**src/rtl/lsu_pkg.sv**
```systemverilog
// Shared definitions for the M-stage load/store unit.
//   - lsu_op_e     : encoding of the m_op port
//   - lsu_state_e  : bus FSM states
//   - MASK_*       : byte-enable masks per access size, before lane shifting
//   - op_* helpers : classify an op and check its alignment
package lsu_pkg;

    typedef enum logic [3:0] {
        LSU_NONE = 4'd0,
        LSU_LW   = 4'd1,
        LSU_LH   = 4'd2,
        LSU_LHU  = 4'd3,
        LSU_LB   = 4'd4,
        LSU_LBU  = 4'd5,
        LSU_SW   = 4'd6,
        LSU_SH   = 4'd7,
        LSU_SB   = 4'd8
    } lsu_op_e;

    typedef enum logic [1:0] {
        ST_IDLE    = 2'd0,
        ST_DRAIN   = 2'd1,
        ST_LD_REQ  = 2'd2,
        ST_LD_DONE = 2'd3
    } lsu_state_e;

    localparam logic [3:0] MASK_B = 4'h1;
    localparam logic [3:0] MASK_H = 4'h3;
    localparam logic [3:0] MASK_W = 4'hF;

    function automatic logic op_is_load(input logic [3:0] op);
        return (op == LSU_LW) || (op == LSU_LH) || (op == LSU_LHU) ||
               (op == LSU_LB) || (op == LSU_LBU);
    endfunction

    function automatic logic op_is_store(input logic [3:0] op);
        return (op == LSU_SW) || (op == LSU_SH) || (op == LSU_SB);
    endfunction

    function automatic logic [3:0] op_mask(input logic [3:0] op);
        case (op)
            LSU_LW, LSU_SW:          return MASK_W;
            LSU_LH, LSU_LHU, LSU_SH: return MASK_H;
            default:                 return MASK_B;
        endcase
    endfunction

    // Words need addr[1:0]==0, halves addr[0]==0, bytes are always aligned.
    function automatic logic op_misaligned(input logic [3:0] op, input logic [1:0] a);
        case (op)
            LSU_LW, LSU_SW:          return a != 2'b00;
            LSU_LH, LSU_LHU, LSU_SH: return a[0];
            default:                 return 1'b0;
        endcase
    endfunction

endpackage

```
**src/rtl/m_stage_lsu_store_fifo.sv**
```systemverilog
// In-order store buffer: synchronous FIFO with a registered count.
//   clk, reset_n : clock, synchronous active-low reset (empties the FIFO)
//   push_i/din_i : enqueue din_i when not full
//   pop_i        : drop the head entry when not empty
//   full_o, empty_o, head_o, count_o : status and head-of-queue entry
// Pointers wrap naturally modulo DEPTH (power of two); full/empty come from count.
module lsu_store_fifo #(
    parameter int W     = 68,
    parameter int DEPTH = 4
) (
    input  logic                       clk,
    input  logic                       reset_n,
    input  logic                       push_i,
    input  logic                       pop_i,
    input  logic [W-1:0]               din_i,
    output logic                       full_o,
    output logic                       empty_o,
    output logic [W-1:0]               head_o,
    output logic [$clog2(DEPTH):0]     count_o
);
    localparam int PTR_W = $clog2(DEPTH);

    logic [W-1:0]     mem_q [DEPTH];
    logic [PTR_W-1:0] wr_ptr_q, rd_ptr_q;
    logic [PTR_W:0]   count_q;
    logic             do_push, do_pop;

    assign full_o  = (count_q == (PTR_W+1)'(DEPTH));
    assign empty_o = (count_q == '0);
    assign head_o  = mem_q[rd_ptr_q];
    assign count_o = count_q;

    // Full refuses a push even if a pop happens in the same cycle.
    assign do_push = push_i & ~full_o;
    assign do_pop  = pop_i & ~empty_o;

    always_ff @(posedge clk) begin
        if (do_push) mem_q[wr_ptr_q] <= din_i;
    end

    always_ff @(posedge clk) begin
        if (!reset_n) begin
            wr_ptr_q <= '0;
            rd_ptr_q <= '0;
            count_q  <= '0;
        end else begin
            if (do_push) wr_ptr_q <= wr_ptr_q + 1'b1;
            if (do_pop)  rd_ptr_q <= rd_ptr_q + 1'b1;
            case ({do_push, do_pop})
                2'b10:   count_q <= count_q + 1'b1;
                2'b01:   count_q <= count_q - 1'b1;
                default: count_q <= count_q;
            endcase
        end
    end

endmodule

```
**src/rtl/m_stage_lsu.sv**
```systemverilog
// M-stage load/store unit. Stores are buffered in an in-order FIFO and drained
// to the bus; loads wait for the FIFO to empty, then perform one bus read.
//   M stage : m_valid, m_op, m_addr, m_wdata in; lsu_stall, ld_valid, ld_data,
//             exc_adel, exc_ades out
//   Bus     : bus_req/we/addr/byteen/wdata out, bus_ack/bus_rdata in
//   Debug   : dbg_state (FSM state), dbg_sb_count (store-buffer occupancy)
// Bus handshake: bus_req rises with addr/we/byteen/wdata and all of them hold
// steady until the cycle bus_ack is high; that cycle completes the transfer
// (and carries bus_rdata on reads). One transfer outstanding at most; only a
// reset can withdraw a request.
module m_stage_lsu
    import lsu_pkg::*;
#(
    parameter int DATA_W   = 32,
    parameter int ADDR_W   = 32,
    parameter int SB_DEPTH = 4
) (
    input  logic                      clk,
    input  logic                      reset_n,
    input  logic                      m_valid,
    input  logic [3:0]                m_op,
    input  logic [ADDR_W-1:0]         m_addr,
    input  logic [31:0]               m_wdata,
    output logic                      lsu_stall,
    output logic                      ld_valid,
    output logic [31:0]               ld_data,
    output logic                      exc_adel,
    output logic                      exc_ades,
    output logic                      bus_req,
    output logic                      bus_we,
    output logic [ADDR_W-1:0]         bus_addr,
    output logic [DATA_W/8-1:0]       bus_byteen,
    output logic [DATA_W-1:0]         bus_wdata,
    input  logic                      bus_ack,
    input  logic [DATA_W-1:0]         bus_rdata,
    output logic [1:0]                dbg_state,
    output logic [$clog2(SB_DEPTH):0] dbg_sb_count
);
    localparam int BE_W  = DATA_W / 8;
    localparam int OFS_W = $clog2(BE_W);
    localparam int ENT_W = ADDR_W + BE_W + DATA_W;

    lsu_state_e state_q, state_d;

    // M-stage decode and lane placement
    logic              is_ld, is_st, misal, ld_ok, st_ok;
    logic [OFS_W-1:0]  ofs;
    logic [BE_W-1:0]   be_m;
    logic [DATA_W-1:0] wdata_m;
    logic [ADDR_W-1:0] addr_al;

    assign is_ld   = op_is_load(m_op);
    assign is_st   = op_is_store(m_op);
    assign misal   = op_misaligned(m_op, m_addr[1:0]);
    assign ld_ok   = m_valid & is_ld & ~misal;
    assign st_ok   = m_valid & is_st & ~misal;
    assign exc_adel = m_valid & is_ld & misal;
    assign exc_ades = m_valid & is_st & misal;

    assign ofs     = m_addr[OFS_W-1:0];
    assign be_m    = BE_W'(op_mask(m_op)) << ofs;
    assign wdata_m = DATA_W'(m_wdata) << {ofs, 3'b000};
    assign addr_al = {m_addr[ADDR_W-1:OFS_W], {OFS_W{1'b0}}};

    // Store buffer
    logic              fifo_push, fifo_pop, fifo_full, fifo_empty;
    logic [ENT_W-1:0]  head;
    logic [ADDR_W-1:0] hd_addr;
    logic [BE_W-1:0]   hd_be;
    logic [DATA_W-1:0] hd_wdata;
    logic [$clog2(SB_DEPTH):0] fifo_count;

    assign fifo_push = st_ok & ~fifo_full;
    assign fifo_pop  = (state_q == ST_DRAIN) & bus_ack;
    assign {hd_addr, hd_be, hd_wdata} = head;

    lsu_store_fifo #(.W(ENT_W), .DEPTH(SB_DEPTH)) u_fifo (
        .clk     (clk),
        .reset_n (reset_n),
        .push_i  (fifo_push),
        .pop_i   (fifo_pop),
        .din_i   ({addr_al, be_m, wdata_m}),
        .full_o  (fifo_full),
        .empty_o (fifo_empty),
        .head_o  (head),
        .count_o (fifo_count)
    );

    // Load request registers: captured when the read starts so the bus side
    // stays stable independently of the M-stage inputs.
    logic              load_start;
    logic [ADDR_W-1:0] ld_addr_q;
    logic [BE_W-1:0]   ld_be_q;
    logic [OFS_W-1:0]  ld_ofs_q;
    logic [3:0]        ld_op_q;
    logic [31:0]       ld_data_q, ld_data_d, ld_ext, lane32;

    assign load_start = (state_q == ST_IDLE) & fifo_empty & ld_ok;

    // Shift the addressed lane down to bit 0, then extend per load type.
    assign lane32 = 32'(bus_rdata >> {ld_ofs_q, 3'b000});

    always_comb begin
        ld_ext = lane32;
        case (ld_op_q)
            LSU_LB:  ld_ext = {{24{lane32[7]}}, lane32[7:0]};
            LSU_LBU: ld_ext = {24'b0, lane32[7:0]};
            LSU_LH:  ld_ext = {{16{lane32[15]}}, lane32[15:0]};
            LSU_LHU: ld_ext = {16'b0, lane32[15:0]};
            default: ld_ext = lane32;
        endcase
    end

    assign ld_data_d = ((state_q == ST_LD_REQ) && bus_ack) ? ld_ext : ld_data_q;

    always_ff @(posedge clk) begin
        if (!reset_n) begin
            ld_addr_q <= '0;
            ld_be_q   <= '0;
            ld_ofs_q  <= '0;
            ld_op_q   <= LSU_NONE;
            ld_data_q <= '0;
        end else begin
            if (load_start) begin
                ld_addr_q <= addr_al;
                ld_be_q   <= be_m;
                ld_ofs_q  <= ofs;
                ld_op_q   <= m_op;
            end
            ld_data_q <= ld_data_d;
        end
    end

    // FSM: state register
    always_ff @(posedge clk) begin
        if (!reset_n) state_q <= ST_IDLE;
        else          state_q <= state_d;
    end

    // FSM: next state. Pending stores always go before a load.
    always_comb begin
        state_d = state_q;
        case (state_q)
            ST_IDLE: begin
                if (!fifo_empty)  state_d = ST_DRAIN;
                else if (ld_ok)   state_d = ST_LD_REQ;
            end
            ST_DRAIN: begin
                // Leave only when the last entry pops and nothing refills it.
                if (bus_ack && (fifo_count == 1) && !fifo_push) state_d = ST_IDLE;
            end
            ST_LD_REQ:  if (bus_ack) state_d = ST_LD_DONE;
            ST_LD_DONE: state_d = ST_IDLE;
            default:    state_d = ST_IDLE;
        endcase
    end

    // FSM: outputs
    always_comb begin
        bus_req    = 1'b0;
        bus_we     = 1'b0;
        bus_addr   = '0;
        bus_byteen = '0;
        bus_wdata  = '0;
        ld_valid   = 1'b0;
        case (state_q)
            ST_DRAIN: begin
                bus_req    = 1'b1;
                bus_we     = 1'b1;
                bus_addr   = hd_addr;
                bus_byteen = hd_be;
                bus_wdata  = hd_wdata;
            end
            ST_LD_REQ: begin
                bus_req    = 1'b1;
                bus_addr   = ld_addr_q;
                bus_byteen = ld_be_q;
            end
            ST_LD_DONE: ld_valid = 1'b1;
            default: ;
        endcase
        // A load holds the pipe until the cycle it retires; a store only when full.
        lsu_stall = (ld_ok & (state_q != ST_LD_DONE)) | (st_ok & fifo_full);
    end

    assign ld_data      = ld_data_q;
    assign dbg_state    = state_q;
    assign dbg_sb_count = fifo_count;

endmodule

```
**config.mk**
```make
export PLATFORM = sky130hd
export DESIGN_NAME = m_stage_lsu
export DESIGN_NICKNAME = d
export VERILOG_FILES = /design/src/rtl/lsu_pkg.sv /design/src/rtl/m_stage_lsu_store_fifo.sv /design/src/rtl/m_stage_lsu.sv
export SDC_FILE = /design/constraint.sdc
export NUM_CORES = 1
export LEC_CHECK = 0
export CAP_MARGIN = 40
export CORE_AREA = 3 3 164 166
export DETAILED_ROUTE_END_ITERATION = 16
export DIE_AREA = 0 0 167 169
export GPL_TIMING_DRIVEN = 0
export PLACE_DENSITY = 0.93
export RECOVER_POWER = 25
export SLEW_MARGIN = 10
export SYNTH_ARGS = -nofsm -noshare
export SYNTH_HDL_FRONTEND = slang
export SYNTH_SLANG_ARGS = --single-unit
```
**constraint.sdc**
```tcl
create_clock -name clk -period 8.2 [get_ports clk]
set_input_delay 1.64 -clock clk [delete_from_list [all_inputs] [get_ports clk]]
set_output_delay 1.64 -clock clk [all_outputs]
set_load 0.01 [all_outputs]
```
==> results of run 1 <==
[cells in the final DEF, fill, tap and decap left out, types with 4 or more instances in the layout]
master / instances
a211oi_1: 10
a21oi_1: 67
a22oi_1: 34
and2_1: 48
and3_4: 4
buf_1: 7
buf_16: 4
buf_2: 13
bufinv_16: 4
clkbuf_1: 57
clkbuf_16: 38
clkdlybuf4s50_1: 145
clkinv_1: 5
dfxtp_1: 83
dlygate4sd3_1: 66
edfxtp_1: 264
ha_1: 14
inv_1: 10
mux2_2: 7
mux2i_1: 38
mux4_2: 66
nand2_1: 123
nand3_1: 4
nor2_1: 33
nor2b_1: 48
nor3_1: 5
o211ai_1: 9
o21ai_0: 33
o221a_2: 16
[cell families after synthesis]
logic type / after synthesis / synth area share [%]
AOI/OAI and AO/OA: 181 / 7.998
xor gates and xnor gates: 5 / 0.2985
adders and majority gates: 14 / 1.194
buffers and inverters: 83 / 2.362
DFF: 347 / 65.35
muxes: 111 / 13.26
other: 1 / 0.02556
and+or+nand+nor: 282 / 9.516
[worst max-delay path by stage]
stage                  from             endpoint  slack (ns)  cells past startpoint
finish              m_op[1]            lsu_stall        2.47                      7
detailed placement  m_op[1]            lsu_stall        2.56                      7
global placement    m_op[1]  u_fifo.mem_q[2][58]        1.56                      6
floorplan           m_op[1]   u_fifo.mem_q[0][0]        3.42                      5
global route        m_op[1]            lsu_stall        2.38                      7
CTS                 m_op[1]            lsu_stall        2.54                      7
[critical path: stages]
cell             delay (ns)
clkdlybuf4s50_1        0.45
clkbuf_1               0.23
nor4b_1                0.53
o21ai_0                0.28
o22a_1                 0.26
nor2_1                 0.12
clkdlybuf4s50_1        0.58
[layout make-up]
type / count / area (µm²) / area share (%)
sequential: 347 / 9589 / 51.55
clock buffer: 49 / 1022 / 5.495
clock inverter: 17 / 203.9 / 1.096
buffer: 73 / 309.0 / 1.661
antenna: 3 / 7.507 / 0.04036
inverter: 10 / 37.54 / 0.2018
tap: 335 / 419.2 / 2.253
multi-input combinational: 595 / 4762 / 25.60
timing repair buffer: 217 / 2252 / 12.11
[sequential cells by signal, summed over array words and instances, names as in the netlist, named ones only]
signal	count
u_fifo.mem_q	264
ld_data	32
ld_addr_q	30
ld_be_q	4
ld_op_q	4
u_fifo.count_o	3
dbg_state	2
ld_ofs_q	2
u_fifo.rd_ptr_q	2
u_fifo.wr_ptr_q	2
[per-layer routing]
layer / wire, µm / track usage, %
met5: 13 / 0
met4: 1713 / 12.27
met3: 3330 / 5.488
met2: 19410 / 45.92
met1: 14370 / 34.08
[synth_stat cells (10+ instances only)]
cell type and number:
a22oi_1 34, clkbuf_1 47, buf_2 13, nor2b_1 48
inv_1 10, nand2_1 123, nor2_1 33, o221a_2 16
mux2i_1 38, ha_1 14, edfxtp_1 264, dfxtp_1 83
a21oi_1 67, and2_1 49, a211oi_1 10, o21ai_0 32
mux4_2 66
[where the power goes]
group          switching [mW]  total [mW]  internal [mW]
combinational           0.432       0.781          0.349
sequential             0.0349        1.99           1.95
clock                   0.655        1.66           1.01
==> results.ini, run 1 <==
[run_status]
outcome=finished, final reports clean

[grt]
grt_max_degree=53
global_route.usage.total_pct=27.11
number_of_global_route_vias_before_repair=10510
antenna_found_initial=4
grt_first_pass_wirelength_mm=59.20
grt-ovfl-total=0

[synth]
synthDominantAreaCellType=edfxtp_1
syn-mean-instance-area_um2=14.33
synth.yosys.seq_area_share_pct=65.35
combined_area_of_all_synthesized_cells_mm2=0.01467
postSynthRegisterBits=347
syn-instance-count=1024
yosys_most_used_dff=edfxtp_1
synth_enable_flop_cells=264
synth.top_cell.area_share_pct=54.02
ys_types=51
ys_top_cells_by_area=edfxtp_1, dfxtp_1, mux4_2
ys_warn_count=0
async_flop_share_pct=0

[drt]
vias=10090
drt_iter0_markers=1220
detail_route.wirelength_mm=38.84
detail_route.first_pass.iterations=8
postRouteAntennaNets=0
drt-wirelength-per-cell_um=23.60
drc_errors=0
post_drt_via_cell_ratio=6.131

[clock_tree]
clock_tree.htree_level_count=2
clkSinkCount=347
cts_hold_repair.buffers=0
clk_transition_reported_paths_ns=0.06
clock_insertion_delay_worst_skew_ns=0.52
tritoncts=yes
cts_buffer_count=36
postCtsResizedCells=0
max-clock-path-buffers=3
cts_root_buffer=clkbuf_16
post-cts-setup-buffer-count=0

[hold_path]
hold_path_depth=2
holdPathEnd=ld_data[7]
hp-class=reg2reg
holdCritStartpoint=ld_data[7]

[floorplan]
core.rowCount=59
die_y_um=169
core_area_mm2=0.02576
die-area_mm2=0.02822
die_width_um=167
design.portCount=215
starting_density_of_the_core_pct=56.96

[timing]
report.final.hold_viol_count=0
final.setup.tns_ns=0
timing.final.max_slew_violations=0
fin_hold_ws_ns=0.4509
layout_setup_ws_ns=2.470
relSlewSlack_pct=41.60
fin_worst_skew_ns=0.01902
rsz0062_at_grt=no
worstMarginPinSlew_ns=0.8668
period_minus_slack_ns=5.730
maxClockFrequency_mhz=174.5
report.final.setup_viol=0
finalCritPeriodShare_pct=69.88

[setup_path]
setup.worst_path.end_class=primary output
critical_path.startpoint_type=input port
timing_worst_setup_path_type=in2out
cp_data_arrival_time_ns=4.09
regToRegStartpoint=ld_ofs_q[1]
timing.critical_path.fanout_max=10
worstRegToRegCells=8
timing.rr.end=ld_data[26]
worst_ep_required_time_ns=6.56
register_to_register_setup_slack_ns=5.32

[finish]
fin_nets=1398
finish.instance_area_mm2=0.01860
layoutNonFillerInstCount=1646
fillers=1563
area.growth.synth_to_final_pct=26.77
drive_gt1_share_pct=13.46
utilization_pct=72.21

[pwr]
totalPowerFinal_mw=4.432
power.ir.vdd_worst_v=0.0001987
total_leakage_power_nw=6.109
pwr_density_cell_mw_per_mm2=238.3

[placed_design]
port_buffers=211
dp.cells=1577
gpl.final_weighted_congestion=0.9486
dp.final_hpwl_mm=26.17
place_worst_setup_slack_ns=2.562
postPlaceCellArea_mm2=0.01737

[flow_run]
maxCapViolCount=0

(Power assumes the default switching activity.)
==> run 2, diff against run 1 <==
--- a/config.mk
+++ b/config.mk
@@ -6,11 +6,11 @@
 export NUM_CORES = 1
 export LEC_CHECK = 0
 export CAP_MARGIN = 40
-export CORE_AREA = 3 3 164 166
+export CORE_AREA = 3 3 178 180
 export DETAILED_ROUTE_END_ITERATION = 16
-export DIE_AREA = 0 0 167 169
+export DIE_AREA = 0 0 181 183
 export GPL_TIMING_DRIVEN = 0
-export PLACE_DENSITY = 0.93
+export PLACE_DENSITY = 0.85
 export RECOVER_POWER = 25
 export SLEW_MARGIN = 10
 export SYNTH_ARGS = -nofsm -noshare
==> constraint.sdc (replaced) <==
create_clock -name clk -period 5.23 [get_ports clk]
set_input_delay 1.046 -clock clk [delete_from_list [all_inputs] [get_ports clk]]
set_output_delay 1.046 -clock clk [all_outputs]
set_load 0.01 [all_outputs]
==> results.ini, run 2 (synthesis gave the netlist of run 1 again) <==
[clock_tree]
postCtsResizedCells=0  ; unchanged
tritoncts=yes  ; unchanged
clk_transition_reported_paths_ns=0.06  ; about the same
post-cts-setup-buffer-count=0  ; unchanged
cts_root_buffer=clkbuf_16  ; unchanged
clock_tree.htree_level_count=2  ; unchanged
clkSinkCount=347  ; unchanged
clock_insertion_delay_worst_skew_ns=0.52  ; about the same
cts_hold_repair.buffers=0  ; unchanged
cts_buffer_count=36  ; unchanged
max-clock-path-buffers=3  ; unchanged

[drt]
post_drt_via_cell_ratio=5.818  ; was 6.131
drt-wirelength-per-cell_um=22.74  ; was 23.60 µm
detail_route.first_pass.iterations=7  ; was 8
drt_iter0_markers=959  ; was 1,220
vias=9925  ; was 10,090
postRouteAntennaNets=0  ; unchanged
detail_route.wirelength_mm=38.79  ; was 38.84 mm
drc_errors=0  ; unchanged

[timing]
report.final.setup_viol=0  ; unchanged
final.setup.tns_ns=0  ; unchanged
report.final.hold_viol_count=0  ; unchanged
timing.final.max_slew_violations=0  ; unchanged
finalCritPeriodShare_pct=87.66
worstMarginPinSlew_ns=0.8427  ; was 0.8668 ns
rsz0062_at_grt=no  ; unchanged
layout_setup_ws_ns=0.6454  ; was 2.470 ns
fin_worst_skew_ns=0.01793  ; was 0.01902 ns
relSlewSlack_pct=43.82  ; was 41.60%
period_minus_slack_ns=4.585
maxClockFrequency_mhz=218.1

[flow_run]
maxCapViolCount=0  ; unchanged

[setup_path]
timing_worst_setup_path_type=in2out  ; unchanged
cp_data_arrival_time_ns=3.54  ; was 4.09 ns
worst_ep_required_time_ns=4.18  ; was 6.56 ns
crit_path_slowest_cell=clkdlybuf4s50_1  ; unchanged
regToRegStartpoint=dbg_state[0]  ; was ld_ofs_q[1]
critical_path.startpoint_type=input port  ; unchanged
timing.critical_path.fanout_max=10  ; unchanged
timing.critical_path.buf_inv=3  ; unchanged
setup.worst_path.end_class=primary output  ; unchanged
worst_setup_startpoint=m_op[1]  ; unchanged
worst_path_most_repeated_cell=clkdlybuf4s50_1  ; unchanged
worstPathCellList=clkdlybuf4s50_1 -> clkbuf_1 -> nor4b_1 -> o21ai_0 -> o22a_1 -> nor2_1 -> clkdlybuf4s50_1  ; unchanged
cpLargestDelayFamily=buffers and inverters  ; unchanged
cpPeakStageDelay_ns=0.60  ; was 0.58 ns

[floorplan]
design.portCount=215  ; unchanged
core.rowCount=64  ; was 59
core_area_mm2=0.03035  ; was 0.02576 mm²
die_y_um=183  ; was 169 µm
die_width_um=181  ; was 167 µm
starting_density_of_the_core_pct=48.35  ; was 56.96%
die-area_mm2=0.03312  ; was 0.02822 mm²

[grt]
grt_max_degree=53  ; unchanged
grt-ovfl-total=0  ; unchanged
number_of_global_route_vias_before_repair=10230  ; was 10,510
global_route.usage.total_pct=22.85  ; was 27.11%
grt_first_pass_wirelength_mm=58.79  ; was 59.20 mm
antenna_found_initial=4  ; unchanged

[finish]
largest_register=u_fifo.mem_q  ; unchanged
sequential_cell_area_mm2=0.009589  ; unchanged
largest_register_ff_count=264  ; unchanged
multi_input_combinational_cell_area_mm2=0.004762  ; unchanged
most_common_cell_after_layout_fill_and_taps_aside=edfxtp_1  ; unchanged
fin_nets=1399  ; was 1,398
area.growth.synth_to_final_pct=27.53  ; was 26.77%
layout.cells.most_common_list=edfxtp_1, clkdlybuf4s50_1, nand2_1, dfxtp_1, a21oi_1  ; unchanged
drive_gt1_share_pct=13.69  ; was 13.46%
layoutNonFillerInstCount=1706  ; was 1,646
fillers=2191  ; was 1,563

[pwr]
total_leakage_power_nw=6.061  ; was 6.109 nW
pwr_density_cell_mw_per_mm2=377.3  ; was 238.3 mW/mm²
power.ir.vdd_worst_v=0.0002485  ; was 0.0001987 V

[hold_path]
holdCritStartpoint=ld_addr_q[27]  ; was ld_data[7]
hp-class=reg2reg  ; unchanged

[placed_design]
place_worst_setup_slack_ns=0.7251  ; was 2.562 ns
dp.cells=1639  ; was 1,577
port_buffers=211  ; unchanged
dp.final_hpwl_mm=26.55  ; was 26.17 mm
gpl.final_weighted_congestion=0.8873  ; was 0.9486

[run_status]
outcome=finished, final reports clean  ; unchanged

[run 2: final cells by class]
type | count | share of cell area, %
sequential | 347 | 51.24
buffer | 73 | 1.651
inverter | 10 | 0.2006
clock inverter | 16 | 1.277
tap | 396 | 2.648
multi-input combinational | 595 | 25.45
antenna | 2 | 0.02674
timing repair buffer | 218 | 11.99
clock buffer | 49 | 5.516
[run 2: final timing paths]
check	to	slack (ns)	depth (start not counted)
min reg2reg	ld_addr_q[27]	0.46	2
min	ld_addr_q[27]	0.46	2
max reg2reg	ld_data[12]	2.57	6
max	lsu_stall	0.65	7
[run 2: through the flow]
stage	hold slack [ns]	total power, mW	cell area (µm²)	util (%)
final	0.4551	7.061	18710	61.66
after CTS	0.4548	7.102	18710	61.66
after global routing	0.4752	7.304	18710	61.66
after floorplan	0.4368	3.788	14680	-
after detailed placement	0.4481	4.413	17440	57.47
after global placement	0.4413	4.377	17290	56.96
[run 2: worst min-delay path, cell delays in order, from the launching register on]
cell	delay, ns
dfxtp_1	0.31
nand2_1	0.05
a21oi_1	0.05
[run 2: where the power goes]
group / total, mW / leakage [nW] / internal (mW) / switching (mW)
clock network: 2.70 / 0.628 / 1.68 / 1.02
registers: 3.12 / 3.07 / 3.07 / 0.0552
logic: 1.24 / 2.36 / 0.560 / 0.679
total: 7.06 / 6.06 / 5.31 / 1.75
[run 2: layer usage]
layer  up-vias  routed length [µm]  global-route usage, %
met5         -                  21                      0
met4         4                1354                  8.958
met3        96                2900                  3.987
met2       503               19430                  39.42
met1      4946               15090                  29.13
li1       4376                   -                      -
==> RTL change 1 (settings of run 2) <==
`ADDR_W`: 32 -> 16.
--- a/src/rtl/m_stage_lsu.sv
+++ b/src/rtl/m_stage_lsu.sv
@@ -12,7 +12,7 @@
     import lsu_pkg::*;
 #(
     parameter int DATA_W   = 32,
-    parameter int ADDR_W   = 32,
+    parameter int ADDR_W   = 16,
     parameter int SB_DEPTH = 4
 ) (
     input  logic                      clk,
Ports: changed (resized bus_addr and m_addr); port bits go from 215 to 183. No check against the original RTL was run, so the function may have changed too.
==> RTL change 1 against run 2 <==
Setup slack gained 270 ps. Critical endpoint is now exc_ades. Wire length shrank 25%. Design area shrank 21%. Combinational power shrank 34%. Clock power shrank 32%. Largest power group unchanged. Sequential cell count shrank 80. Synthesized area shrank 20%. Largest cell class unchanged. Total power shrank 28%.
==> RTL change 1: results (changes against run 2) <==
[drt]
vias_per_cell = 5.265  ; was 5.818
drt-initial-drc-count = 562  ; was 959
routedWlPerCell_um = 20.14  ; was 22.74 um

[synthesis]
seq_area_frac_synth = 0.6286  ; was 0.6535
avgSynthCellArea_um2 = 14.24  ; was 14.33 um^2
synth_edf_count = 200  ; was 264
synth_cells = 821  ; was 1024
synth_common_cells = edfxtp_1 (200), dfxtp_1 (67), mux2i_1 (56)  ; was edfxtp_1 (264), nand2_1 (123), dfxtp_1 (83)
ys_seq_elements = 267  ; was 347
ys_top_cells_by_area = edfxtp_1 (51%), dfxtp_1 (11%), mux4_2 (9.6%)  ; was edfxtp_1 (54%), dfxtp_1 (11%), mux4_2 (10%)

[final_layout]
clkCellAreaFrac = 0.05785  ; was 0.06793
fillers = 2544  ; was 2191
layout-drive-gt1-share = 0.1182  ; was 0.1369
layout.nets = 1132  ; was 1399
signal_buffers = 238  ; was 291
seq_share = 0.4952  ; was 0.5124
multi_input_area_mm2 = 0.004013  ; was 0.004762 mm^2
buf_share = 0.1397  ; was 0.1365
inverters = 13  ; was 10
largest_reg_flops = 200  ; was 264
antenna_cells = 1  ; was 2
multi_input_gates = 483  ; was 595
n_clock_buffer = 38  ; was 49
area_growth_pct = 26.93  ; was 27.53%

[power_and_ir_drop]
ir_drop_mv = 0.2411  ; was 0.2485 mV
leakage_nw = 5.074  ; was 6.061 nW
p_int_w = 0.003835  ; was 0.005308 W

[placed_design]
io_buffers = 178  ; was 211
place.gp.congestion = 0.8615  ; was 0.8873
dpl.cell_count = 1396  ; was 1639
placed_cell_area_mm2 = 0.01398  ; was 0.01744 mm^2

[global_route]
antenna_found_initial = 2  ; was 4
grt_pass1_vias = 8118  ; was 10227
grt_pass1_wl_um = 45060  ; was 58790 um
grt_max_degree = 51  ; was 53
grtUsageTotal = 0.1700  ; was 0.2285

[setup_path]
r2r_cells = 8  ; was 6
rr_endpoint = u_fifo.count_o[2]  ; was ld_data[12]
arrival_ps = 3270  ; was 3540 ps
crit_fanout = 8  ; was 10
endpoint = exc_ades  ; was lsu_stall
cpMaxStageDelayCell = dlygate4sd3_1  ; was clkdlybuf4s50_1
r2r_slack_ps = 2720  ; was 2570 ps
r2r_start = dbg_state[1]  ; was dbg_state[0]
startpoint = m_op[0]  ; was m_op[1]
critPathMaxStageDelay_ps = 690  ; was 600 ps

[run_status]
status = finished, final reports clean  ; unchanged

[clock_tree]
htree_levels = 1  ; was 2
clkLatencyLatePin_ps = 520  ; about the same
cts_made_buffers = 28  ; was 36

[min_path]
min_from = ld_data[5]  ; was ld_addr_q[27]
hold-path-endpoint = ld_data[5]  ; was ld_addr_q[27]

[sta]
skew_ps = 17.32  ; was 17.93 ps
whs_ps = 466.9  ; was 455.1 ps

-- RTL change 1: kinds of logic (layout without fill, tap and decap cells) --
group           count (synthesis)  in the layout  share of synthesized area
mux                           118            118                     0.1559
fa+ha+maj                      13             13                    0.01392
compound gates                156            156                    0.07953
simple gates                  189            189                    0.08874
buf+inv                        72            299                    0.02933
xor+xnor                        5              5                   0.003747
flops                         267            267                     0.6286
other cells                     1              3                  0.0003208
-- RTL change 1: power by group through the flow --
stage,Sequential [W],Clock (W),Combinational [W]
global route,0.00241,0.00196,0.000889
floorplan,0.00246,0,0.000387
detailed placement,0.00245,0,0.000833
CTS,0.00240,0.00187,0.000838
finish,0.00240,0.00184,0.000820
global placement,0.00245,0,0.000820
-- RTL change 1: layer usage --
metal | vias up | wire (um) | global-route usage
li1 | 3488 | - | -
met1 | 3823 | 12210 | 0.2144
met2 | 262 | 14580 | 0.3083
met3 | 38 | 1855 | 0.03451
met4 | 2 | 471 | 0.03108
met5 | - | 7 | 0
==> RTL change 2 (flow settings as in run 2) <==
Without the edit above. `ld_data_q` no longer has a reset.
--- a/src/rtl/m_stage_lsu.sv
+++ b/src/rtl/m_stage_lsu.sv
@@ -119,7 +119,6 @@
             ld_be_q   <= '0;
             ld_ofs_q  <= '0;
             ld_op_q   <= LSU_NONE;
-            ld_data_q <= '0;
         end else begin
             if (load_start) begin
                 ld_addr_q <= addr_al;
@@ -127,8 +126,11 @@
                 ld_ofs_q  <= ofs;
                 ld_op_q   <= m_op;
             end
-            ld_data_q <= ld_data_d;
         end
+    end
+
+    always_ff @(posedge clk) begin
+        ld_data_q <= ld_data_d;
     end
 
     // FSM: state register
Function: differs if reset_n is asserted again (counterexample within 4 cycles, from zero or initial values and one cycle with reset_n low); with reset_n held inactive, the same outputs for 4 cycles.
==> RTL change 2 against run 2 <==
Worst hold slack about the same. Fmax down 4.0%. Wire length down 3.5%. Non-clock buffer count down 9. Design area down 1.1%. Sequential share of layout area up 2.3 points. Sequential cell count unchanged. Register-to-register slack worse by 270 ps. Synthesized area down 0.32%. Clock skew up 3.4 ps. Total power down 5.1%. Setup slack worse by 190 ps. Critical path type unchanged. Critical endpoint unchanged. Largest cell class unchanged.
==> RTL change 2: results (changes against run 2) <==
[run_status]
status = finished, final reports clean  ; unchanged

[placed_design]
dpl.cell_count = 1588  ; was 1639
place_ws_ps = 548.0  ; was 725.1 ps
dpl.hpwl_um = 24710  ; was 26550 um
placed_cell_area_mm2 = 0.01739  ; was 0.01744 mm^2

[drt]
wl_met3_um = 3376  ; was 2900 um
finalWirelength_um = 37440  ; was 38790 um
first_pass_iters = 5  ; was 7
drt-met1-wl_um = 14200  ; was 15090 um
wl_met2_um = 18290  ; was 19430 um

[global_route]
grt_max_degree = 52  ; was 53
grt_pass1_wl_um = 57230  ; was 58790 um
grtUsageTotal = 0.2230  ; was 0.2285
antenna_found_initial = 7  ; was 4

[synthesis]
ys_top_cells_by_area = edfxtp_1 (61%), mux4_2 (10%), dfxtp_1 (7.0%)  ; was edfxtp_1 (54%), dfxtp_1 (11%), mux4_2 (10%)
synth_common_cells = edfxtp_1 (296), nand2_1 (107), a21oi_1 (66), mux4_2 (66), nor2b_1 (55)  ; was edfxtp_1 (264), nand2_1 (123), dfxtp_1 (83)
seq_area_frac_synth = 0.6774  ; was 0.6535
synth_cell_types = 47  ; was 51
avgSynthCellArea_um2 = 15.02  ; was 14.33 um^2

[setup_path]
rr_endpoint = ld_data[1]  ; was ld_data[12]
r2r_cells = 5  ; was 6
r2r_slack_ps = 2300  ; was 2570 ps

[sta]
whs_ps = 455.3  ; was 455.1 ps

[final_layout]
layout.nets = 1347  ; was 1399

[min_path]
hold-path-endpoint = ld_addr_q[16]  ; was ld_addr_q[27]

[power_and_ir_drop]
ir_drop_mv = 0.2275  ; was 0.2485 mV
switchingPower_w = 0.001688  ; was 0.001753 W

-- RTL change 2: cell count changes after synthesis, sizes merged, moves of 8 or more --
cell	change
dfxtp	-32
o221a	-16
and2	-8
edfxtp	+32
nand2	-16
-- RTL change 2: cell families (layout without fill, tap and decap cells) --
logic type,after synthesis,in the layout,share of synthesized area
AO/OA/AOI/OAI,163,163,0.06715
XOR/XNOR,5,5,0.002994
adder cells (fa/ha/maj),14,14,0.01198
buffers and inverters,74,355,0.02113
flip-flops,347,347,0.6774
multiplexers,104,104,0.1276
other,1,5,0.0002564
AND/OR/NAND/NOR,266,266,0.09144
-- RTL change 2: critical path, cell delays in order --
cell and delay (ps):
clkdlybuf4s50_1 510, clkbuf_1 250, nor4b_1 530, o21ai_0 320, o22a_1 270, nor2_1 200
clkdlybuf4s50_1 580
-- RTL change 2: routing by layer --
metal / vias to the layer above / GRT usage
met5: - / 0
met4: 8 / 0.09293
met3: 121 / 0.05653
met2: 520 / 0.3689
met1: 4698 / 0.2841
li1: 4213 / -
-- RTL change 2: power by group through the flow --
stage	clock, W	sequential, W	combinational, W
finish	0.00243	0.00315	0.00112
global route	0.00258	0.00316	0.00120
CTS	0.00246	0.00315	0.00114
detailed placement	0	0.00321	0.00113
global placement	0	0.00321	0.00110
floorplan	0	0.00322	0.000538
-- RTL change 2: area by class of cell --
type	count	area share
Multi-Input combinational cell	554	0.2395
Clock inverter	21	0.01027
Clock buffer	43	0.05000
Inverter	9	0.001824
Antenna cell	3	0.0004054
Buffer	65	0.01487
Tap cell	396	0.02676
Sequential cell	347	0.5352
Timing Repair Buffer	217	0.1212
